### src/rtl/fetch_unit_pkg.sv
// Shared types and constants for the instruction-fetch front end.
package fetch_unit_pkg;

  localparam int INSN_WIDTH      = 32;
  localparam int INSN_ADDR_WIDTH = 32;
  localparam int INSN_MEM_OFFSET = 2;
  localparam int INSN_BYTES      = 2 ** INSN_MEM_OFFSET;

  typedef logic [INSN_WIDTH-1:0]      InsnPath;
  typedef logic [INSN_ADDR_WIDTH-1:0] InsnAddrPath;

  typedef struct packed {
    InsnPath     insn;
    InsnAddrPath pc;
  } FetchEntry;

  // Clear the byte-offset bits so the address names a whole instruction.
  function automatic InsnAddrPath align_addr(input InsnAddrPath addr);
    return addr & ~InsnAddrPath'(INSN_BYTES - 1);
  endfunction

endpackage

### src/rtl/fetch_unit_queue.sv
// Small synchronous FIFO of fetched {insn, pc} entries with a flush that
// empties it in one cycle. Push on a full queue is only legal together with a pop.
module fetch_queue
  import fetch_unit_pkg::*;
#(
  parameter int DEPTH = 2,
  localparam int CW = $clog2(DEPTH + 1)
) (
  input  logic          clk,
  input  logic          rst,
  input  logic          push,
  input  FetchEntry     push_entry,
  input  logic          pop,
  input  logic          flush,
  output logic [CW-1:0] count,
  output FetchEntry     head
);

  localparam int PW = (DEPTH > 1) ? $clog2(DEPTH) : 1;

  FetchEntry         entries [DEPTH];
  logic [PW-1:0]     head_ptr;
  logic [PW-1:0]     tail_ptr;
  logic              do_pop;

  function automatic logic [PW-1:0] next_ptr(input logic [PW-1:0] ptr);
    return (ptr == PW'(DEPTH - 1)) ? '0 : ptr + PW'(1);
  endfunction

  assign do_pop = pop && (count != '0);
  assign head   = entries[head_ptr];

  // Pointer, occupancy and storage update; flush wins over push/pop.
  always_ff @(posedge clk or negedge rst) begin
    if (!rst) begin
      // NOTE: the entry array is reset too, because the head entry drives
      // outInsn/outPC directly and those must read zero straight out of reset.
      for (int i = 0; i < DEPTH; i++) entries[i] <= '0;
      head_ptr <= '0;
      tail_ptr <= '0;
      count    <= '0;
    end else if (flush) begin
      head_ptr <= '0;
      tail_ptr <= '0;
      count    <= '0;
    end else begin
      if (push) begin
        entries[tail_ptr] <= push_entry;
        tail_ptr          <= next_ptr(tail_ptr);
      end
      if (do_pop) head_ptr <= next_ptr(head_ptr);
      count <= count + CW'(push) - CW'(do_pop);
    end
  end

endmodule

### src/rtl/fetch_unit.sv
// Instruction-fetch front end: owns the PC, drives the instruction-memory
// address, tracks the one outstanding request and buffers responses for decode.
module fetch_unit
  import fetch_unit_pkg::*;
#(
  parameter InsnAddrPath RESET_PC    = '0,
  parameter int          QUEUE_DEPTH = 2
) (
  input  logic        clk,
  input  logic        rst,
  output InsnAddrPath insnAddr,
  input  InsnPath     insn,
  input  logic        redirect,
  input  InsnAddrPath redirectPC,
  output logic        outValid,
  input  logic        outReady,
  output InsnPath     outInsn,
  output InsnAddrPath outPC
);

  localparam int CW = $clog2(QUEUE_DEPTH + 1);

  InsnAddrPath   pc;
  logic          inflight;
  InsnAddrPath   inflight_pc;
  InsnAddrPath   aligned_target;
  logic [CW-1:0] count;
  FetchEntry     head;
  FetchEntry     push_entry;
  logic          deq;
  logic          issue;
  logic          push;

  assign aligned_target = align_addr(redirectPC);
  assign deq            = outValid && outReady;
  assign push           = inflight && !redirect;
  assign push_entry     = '{insn: insn, pc: inflight_pc};

  assign outValid = (count != '0);
  assign outInsn  = head.insn;
  assign outPC    = head.pc;

  // Issue only if the response still has a guaranteed slot, counting the
  // request already in flight and the entry leaving this cycle.
  always_comb begin
    // NOTE: every combinational output gets a value on every path, so no latch is inferred.
    issue = 1'b0;
    if ((32'(count) + 32'(inflight) - 32'(deq)) < 32'(QUEUE_DEPTH)) issue = 1'b1;
  end

  // Memory samples this address on every edge; a redirect overrides it at once.
  always_comb begin
    insnAddr = pc;
    if (redirect) insnAddr = aligned_target;
  end

  // PC and in-flight tracking; a redirect restarts fetch at the target.
  always_ff @(posedge clk or negedge rst) begin
    // NOTE: sequential state uses non-blocking assignments so every register
    // updates from the pre-edge values of the others.
    if (!rst) begin
      pc          <= RESET_PC;
      inflight    <= 1'b0;
      inflight_pc <= '0;
    end else if (redirect) begin
      pc          <= aligned_target + InsnAddrPath'(INSN_BYTES);
      inflight    <= 1'b1;
      inflight_pc <= aligned_target;
    end else begin
      inflight    <= issue;
      inflight_pc <= pc;
      if (issue) pc <= pc + InsnAddrPath'(INSN_BYTES);
    end
  end

  fetch_queue #(
    .DEPTH (QUEUE_DEPTH)
  ) u_queue (
    .clk        (clk),
    .rst        (rst),
    .push       (push),
    .push_entry (push_entry),
    .pop        (deq),
    .flush      (redirect),
    .count      (count),
    .head       (head)
  );

endmodule

### config.mk
export PLATFORM = sky130hd
export DESIGN_NAME = fetch_unit
export DESIGN_NICKNAME = d
export VERILOG_FILES = /design/src/rtl/fetch_unit_pkg.sv /design/src/rtl/fetch_unit_queue.sv /design/src/rtl/fetch_unit.sv
export SDC_FILE = /design/constraint.sdc
export NUM_CORES = 1
export LEC_CHECK = 0
export ABC_AREA = 1
export BUFFER_PORTS_ARGS = -buffer_cell sky130_fd_sc_hd__buf_2
export CORE_ASPECT_RATIO = 1.2
export CORE_MARGIN = 5
export CORE_UTILIZATION = 45
export DETAILED_ROUTE_END_ITERATION = 10
export PLACE_DENSITY = 0.67
export SYNTH_ARGS = -nofsm -noshare
export SYNTH_HDL_FRONTEND = slang
export SYNTH_SLANG_ARGS = --single-unit
### constraint.sdc
create_clock -name clk -period 6.4 [get_ports clk]
set_input_delay 0.64 -clock clk [delete_from_list [all_inputs] [get_ports clk]]
set_output_delay 0.64 -clock clk [all_outputs]
set_load 0.1 [all_outputs]
* Word-level counts from Yosys, hierarchy flattened *
Cells that the tools add are included.

word-level totals
  flip-flop bits (word level) = 197
  output and inout bits = 97
  input port bits = 68
  logic and storage cells = 53

cells by class
  add/sub/neg operators = 8
  $lt $le $gt $ge = 4
  bitwise logic cells = 3
  multiplexer cells = 18
  reductions and logical operators = 10

operators with widths
  kind                   number
  $mux 64                4
  $bwmux 128             1
  $mux 32                3
  $add 32x3->32 const B  2
  $demux 64 s1           1
  $lt 32x2->1 const B    1
  $mux 1                 8
  $reduce_bool 2->1      4
  $ge 2x2->1 const B     2
  $logic_and 1x1->1      4
  $not 1->2              2
  $sub 3x1->4            1
  $add 2x1->3            1
  $add 1x1->1 const B    2
  $add 2x1->2            1
  $lt 2x1->1 const B     1
  $mux 2                 1
  $reduce_and 2->1       1
  $sub 2x1->2            1
  $logic_not 1->1        1
  $not 1->1              1

* Depth between registers and ports, before layout *
  word-level depth = 7
  gate-level depth with buffers = 15

* By module *
A second synthesis with hierarchy kept.

second synthesis, totals
  cell total of the unflattened synthesis = 1,171
  area total of the unflattened synthesis = 9,571.7 µm²

by module, submodules not included
  module       times used  cells an instance  seq. area each (µm²)  area each (µm²)
  fetch_queue  1           713                3,303.2               6,108.4
  fetch_unit   1           458                1,526.5               3,463.3

* Worst setup path before layout *
Ideal clock, no wire load.

  path kind = reg2reg
  from = reg u_queue.count[1]
  to = reg pc[21]
  setup time = 0.066 ns
  arrival time = 3.031 ns
  cell stages (with the launch flop) = 15
  required time = 6.334 ns
  setup slack = 3.304 ns
  period minus slack after synthesis = 3.096 ns
  cell sequence = dfrtp_1 > inv_1 > nand2_1 > nand2_1 > inv_1 > ha_1 > nor2_1 > fa_1 > a21oi_1 > nand2_1 > nand2_1 > buf_2 > buf_2 > nand3_1 > nand2_1

between the ends
  longest elaborated chain between the ends = 6

ends and longest elaborated chain
  element                      line                    source
  from (decl)                  fetch_unit_queue.sv:15  output logic [CW-1:0] count,
  from (signal assigned)       fetch_unit_queue.sv:52  count <= count + CW'(push) - CW'(do_pop);
  $reduce_bool 2->1            fetch_unit.sv:39        assign outValid = (count != '0);
  named net outValid           fetch_unit.sv:15        output logic outValid,
  $logic_and 1x1->1            fetch_unit.sv:35        assign deq = outValid && outReady;
  $sub 3x1->4                  fetch_unit.sv:48        if ((32'(count) + 32'(inflight) - 32'(deq)) < 32'(QUEUE_DEPTH)) issue = 1'b1;
  $lt 32x2->1                  fetch_unit.sv:48
  $mux 1                       fetch_unit.sv:48
  $reduce_bool 2->1 (no line)  n/a
  to (signal assigned)         fetch_unit.sv:66        pc <= aligned_target + InsnAddrPath'(INSN_BYTES);
  to (signal assigned)         fetch_unit.sv:72        if (issue) pc <= pc + InsnAddrPath'(INSN_BYTES);
  to (decl)                    fetch_unit.sv:23        InsnAddrPath pc;

The timed path passes the listed nets, and every way through them passes these cells.
A chain may end at the register's enable or synchronous reset.

* Worst setup path after layout *
  from = reg u_queue.count[1]
  to = reg pc[6]

between the ends
  longest elaborated chain between the ends = 6

ends and longest elaborated chain
  element                                                              line
  parallel branches: the longest is 2 deep, another holds $add 2x1->3  n/a
  $sub 3x1->4 (*)                                                      fetch_unit.sv:48
  $lt 32x2->1 (*)                                                      fetch_unit.sv:48
  $mux 1 (*)                                                           fetch_unit.sv:48
  $reduce_bool 2->1 (no line) (*)                                      n/a

Mark *: on every way between the ends.

==> impl_results.md <==
- Period utilisation layout: 51.86%
- Most common cell in the synthesized netlist: nand2_1
- Final hold violation count: 0
- DRT Pass-1 Iters: 5
- Effective utilization at floorplan: 45.73%
- Crit path time final: 3319 ps
- Wire length per cell: 13.53 um
- IO Port Bufs: 158
- Ys flop type: dfrtp_1
- Share of cells above drive strength 1: 20.54%
- Hold-fix buffers, CTS: 0
- Leading cell types by count after synthesis: nand2_1, dfrtp_1, o21ai_0, inv_1, nand2_2
- Cts repair resizes: 0
- Total CTS buffers: 17
- Critical path data required time: 6720 ps
- Share of flip-flops with an asynchronous set or reset: 100.0%
- Vias in the first global route: 6746
- Setup TNS: 0 ps
- Skew final: 6.693 ps
- GPL Wtd Cong: 0.8534
- Unrepaired setup endpoints after global routing: no
- Worst Setup SP: u_queue.count[1]$_DFF_PN0_
- Cells after Synth: 1147
- Largest net degree at the start of global routing: 117
- Gr usage total: 18.47%
- Hold Crit Class: primary input to async pin
- Multi-input combinational cell area: 3558 um^2
- Critical path endpoint category: flip-flop
- Syn Std Cell Area: 8971 um^2
- Die ar.: 22870 um^2
- Synthesized flop and latch total: 189
- Outcome: finished, final reports clean
- Fmax: 301.3 MHz
- Post-synth EDFFs: 0
- Post-Route WL: 20.98 mm
- Via-per-instance ratio: 4.725
- Yosys cell types: 33
- Clk slew on worst S/H paths: 70 ps
- Synth area leaders: dfrtp_1, nand2_1, o21ai_0, inv_1, nand2_2
- Yosys warns: 0
- # DRC: 0
- Cell Area, Placed: 9863 um^2
- Io pins: 165
- Clk buf depth: 2
- DP Wirelength: 13.83 mm
- Fin nets: 1351
- FF/Latch Area: 4731 um^2
- Total of max-cap violations: 0
- Core ar.: 19620 um^2
- CTS Root Cell: clkbuf_16
- Final setup vio count: 0
- GRT overflow: 0
- Die width: 138.9 um
- Setup WS post-layout: 3081 ps
- CTS tree: done
- H-tree levels: 4
- Via count: 7329
- Number of clock sinks: 189
- Worst Path Max Fanout: 32
- Mean Syn Cell Area: 7.821 um^2
- Slew margin rel.: 29.33%
- Slew Viols, Final: 0
- Layout area overhead: 16.12%
- Fillers: 1963
- Post-synth top area share: 52.72%
- Crit start category: flip-flop
- Critical R2R Launch: u_queue.count[1]$_DFF_PN0_
- Pre-CTS WS: 2972 ps
- Drt first-iter violations: 481
- First-pass GRT wire length: 34.34 mm
- Chip height: 164.7 um
- Antenna violations before repair: 0
- Clock Latency Late Sink: 420 ps
- Crit path DAT: 3640 ps
- Final ANT Viol Nets: 0
- Worst slew pin tran: 1059 ps
- Post-CTS Setup Bufs: 0
- Register area share after synthesis: 52.72%
- Core Rows: 56
- N_diodes: 0
- Final non-filler cell area: 10420 um^2
- Crit Path Class: flip-flop to flip-flop
- Yosys top cell by area: dfrtp_1
==> final cells by class <==
| type | count | area share [%] |
|---|---|---|
| well taps | 261 | 3.135 |
| inverters | 104 | 3.795 |
| flip-flops and latches | 189 | 45.41 |
| clock buffers | 17 | 4.084 |
| clock inverters | 15 | 1.237 |
| repair buffers | 165 | 8.179 |
| multi-input cells | 800 | 34.16 |
==> final timing paths <==
kind | end | slack, ps | cells past startpoint
hold reg to reg | pc[24]$_DFFE_PN0P_ | 480 | 2
max in group asynchronous | u_queue.head_ptr$_DFFE_PN0P_ | 4500 | 2
min in group clk | u_queue.entries[50]$_DFFE_PN0P_ | 480 | 3
hold / removal | u_queue.entries[49]$_DFFE_PN0P_ | 300 | 1
setup reg to reg | pc[6]$_DFFE_PN0P_ | 3080 | 13
setup / recovery | pc[6]$_DFFE_PN0P_ | 3080 | 13
==> metrics by stage <==
step	hold slack, ps	cells	utilization, %
after global placement	454.2	1519	50.27
after floorplan	344.4	1150	-
after detailed placement	462.3	1519	50.27
final	296.0	1551	53.10
after global routing	382.5	1551	53.10
after CTS	356.2	1551	53.10
==> layout by cell type, fill, tap and decap left out, types with 6 or more instances in the layout <==
master     instances
nand2_1          506
dfrtp_1          188
buf_2            157
o21ai_0          136
inv_1            101
nand2_2           37
nand3_1           33
nor2_1            31
clkbuf_16         17
nor2_2            11
buf_4              7
nor2_4             6
==> kinds of logic after synthesis <==
| family | Yosys count | share of synthesized area [%] |
|---|---|---|
| xor+xnor | 5 | 0.4881 |
| fa+ha+maj | 6 | 0.9205 |
| buf+inv | 161 | 7.908 |
| flops | 189 | 52.72 |
| simple gates | 633 | 29.11 |
| compound gates | 152 | 8.815 |
| other cells | 1 | 0.04180 |
==> sequential cells by signal (all words and copies together) (netlist names) <==
register	cells
inflight_pc	30
pc	30
inflight	1
u_queue.count	2
u_queue.tail_ptr	1
u_queue.head_ptr	1
u_queue.entries	124
==> layer usage <==
| metal | track usage [%] | share of wire (%) | up-vias |
|---|---|---|---|
| li1 | - | - | 3765 |
| met1 | 25.54 | 46 | 3380 |
| met2 | 30.00 | 49 | 165 |
| met3 | 3.533 | 4.2 | 19 |
| met4 | 5.249 | 1.2 | 0 |
| met5 | 0 | 0 | - |
==> worst max-delay path: stages (launching register included) <==
cell	delay, ps
dfrtp_1	400
inv_1	140
nand2_1	90
nand2_1	130
inv_1	80
ha_1	290
nor2_1	150
fa_1	440
a21oi_1	120
nand2_1	60
nand2_1	50
buf_4	320
inv_1	550
o31ai_1	380
Power is left out: the tool's default activity adds up to more than one toggle a clock period on the data nets, which glitch-free logic cannot reach.
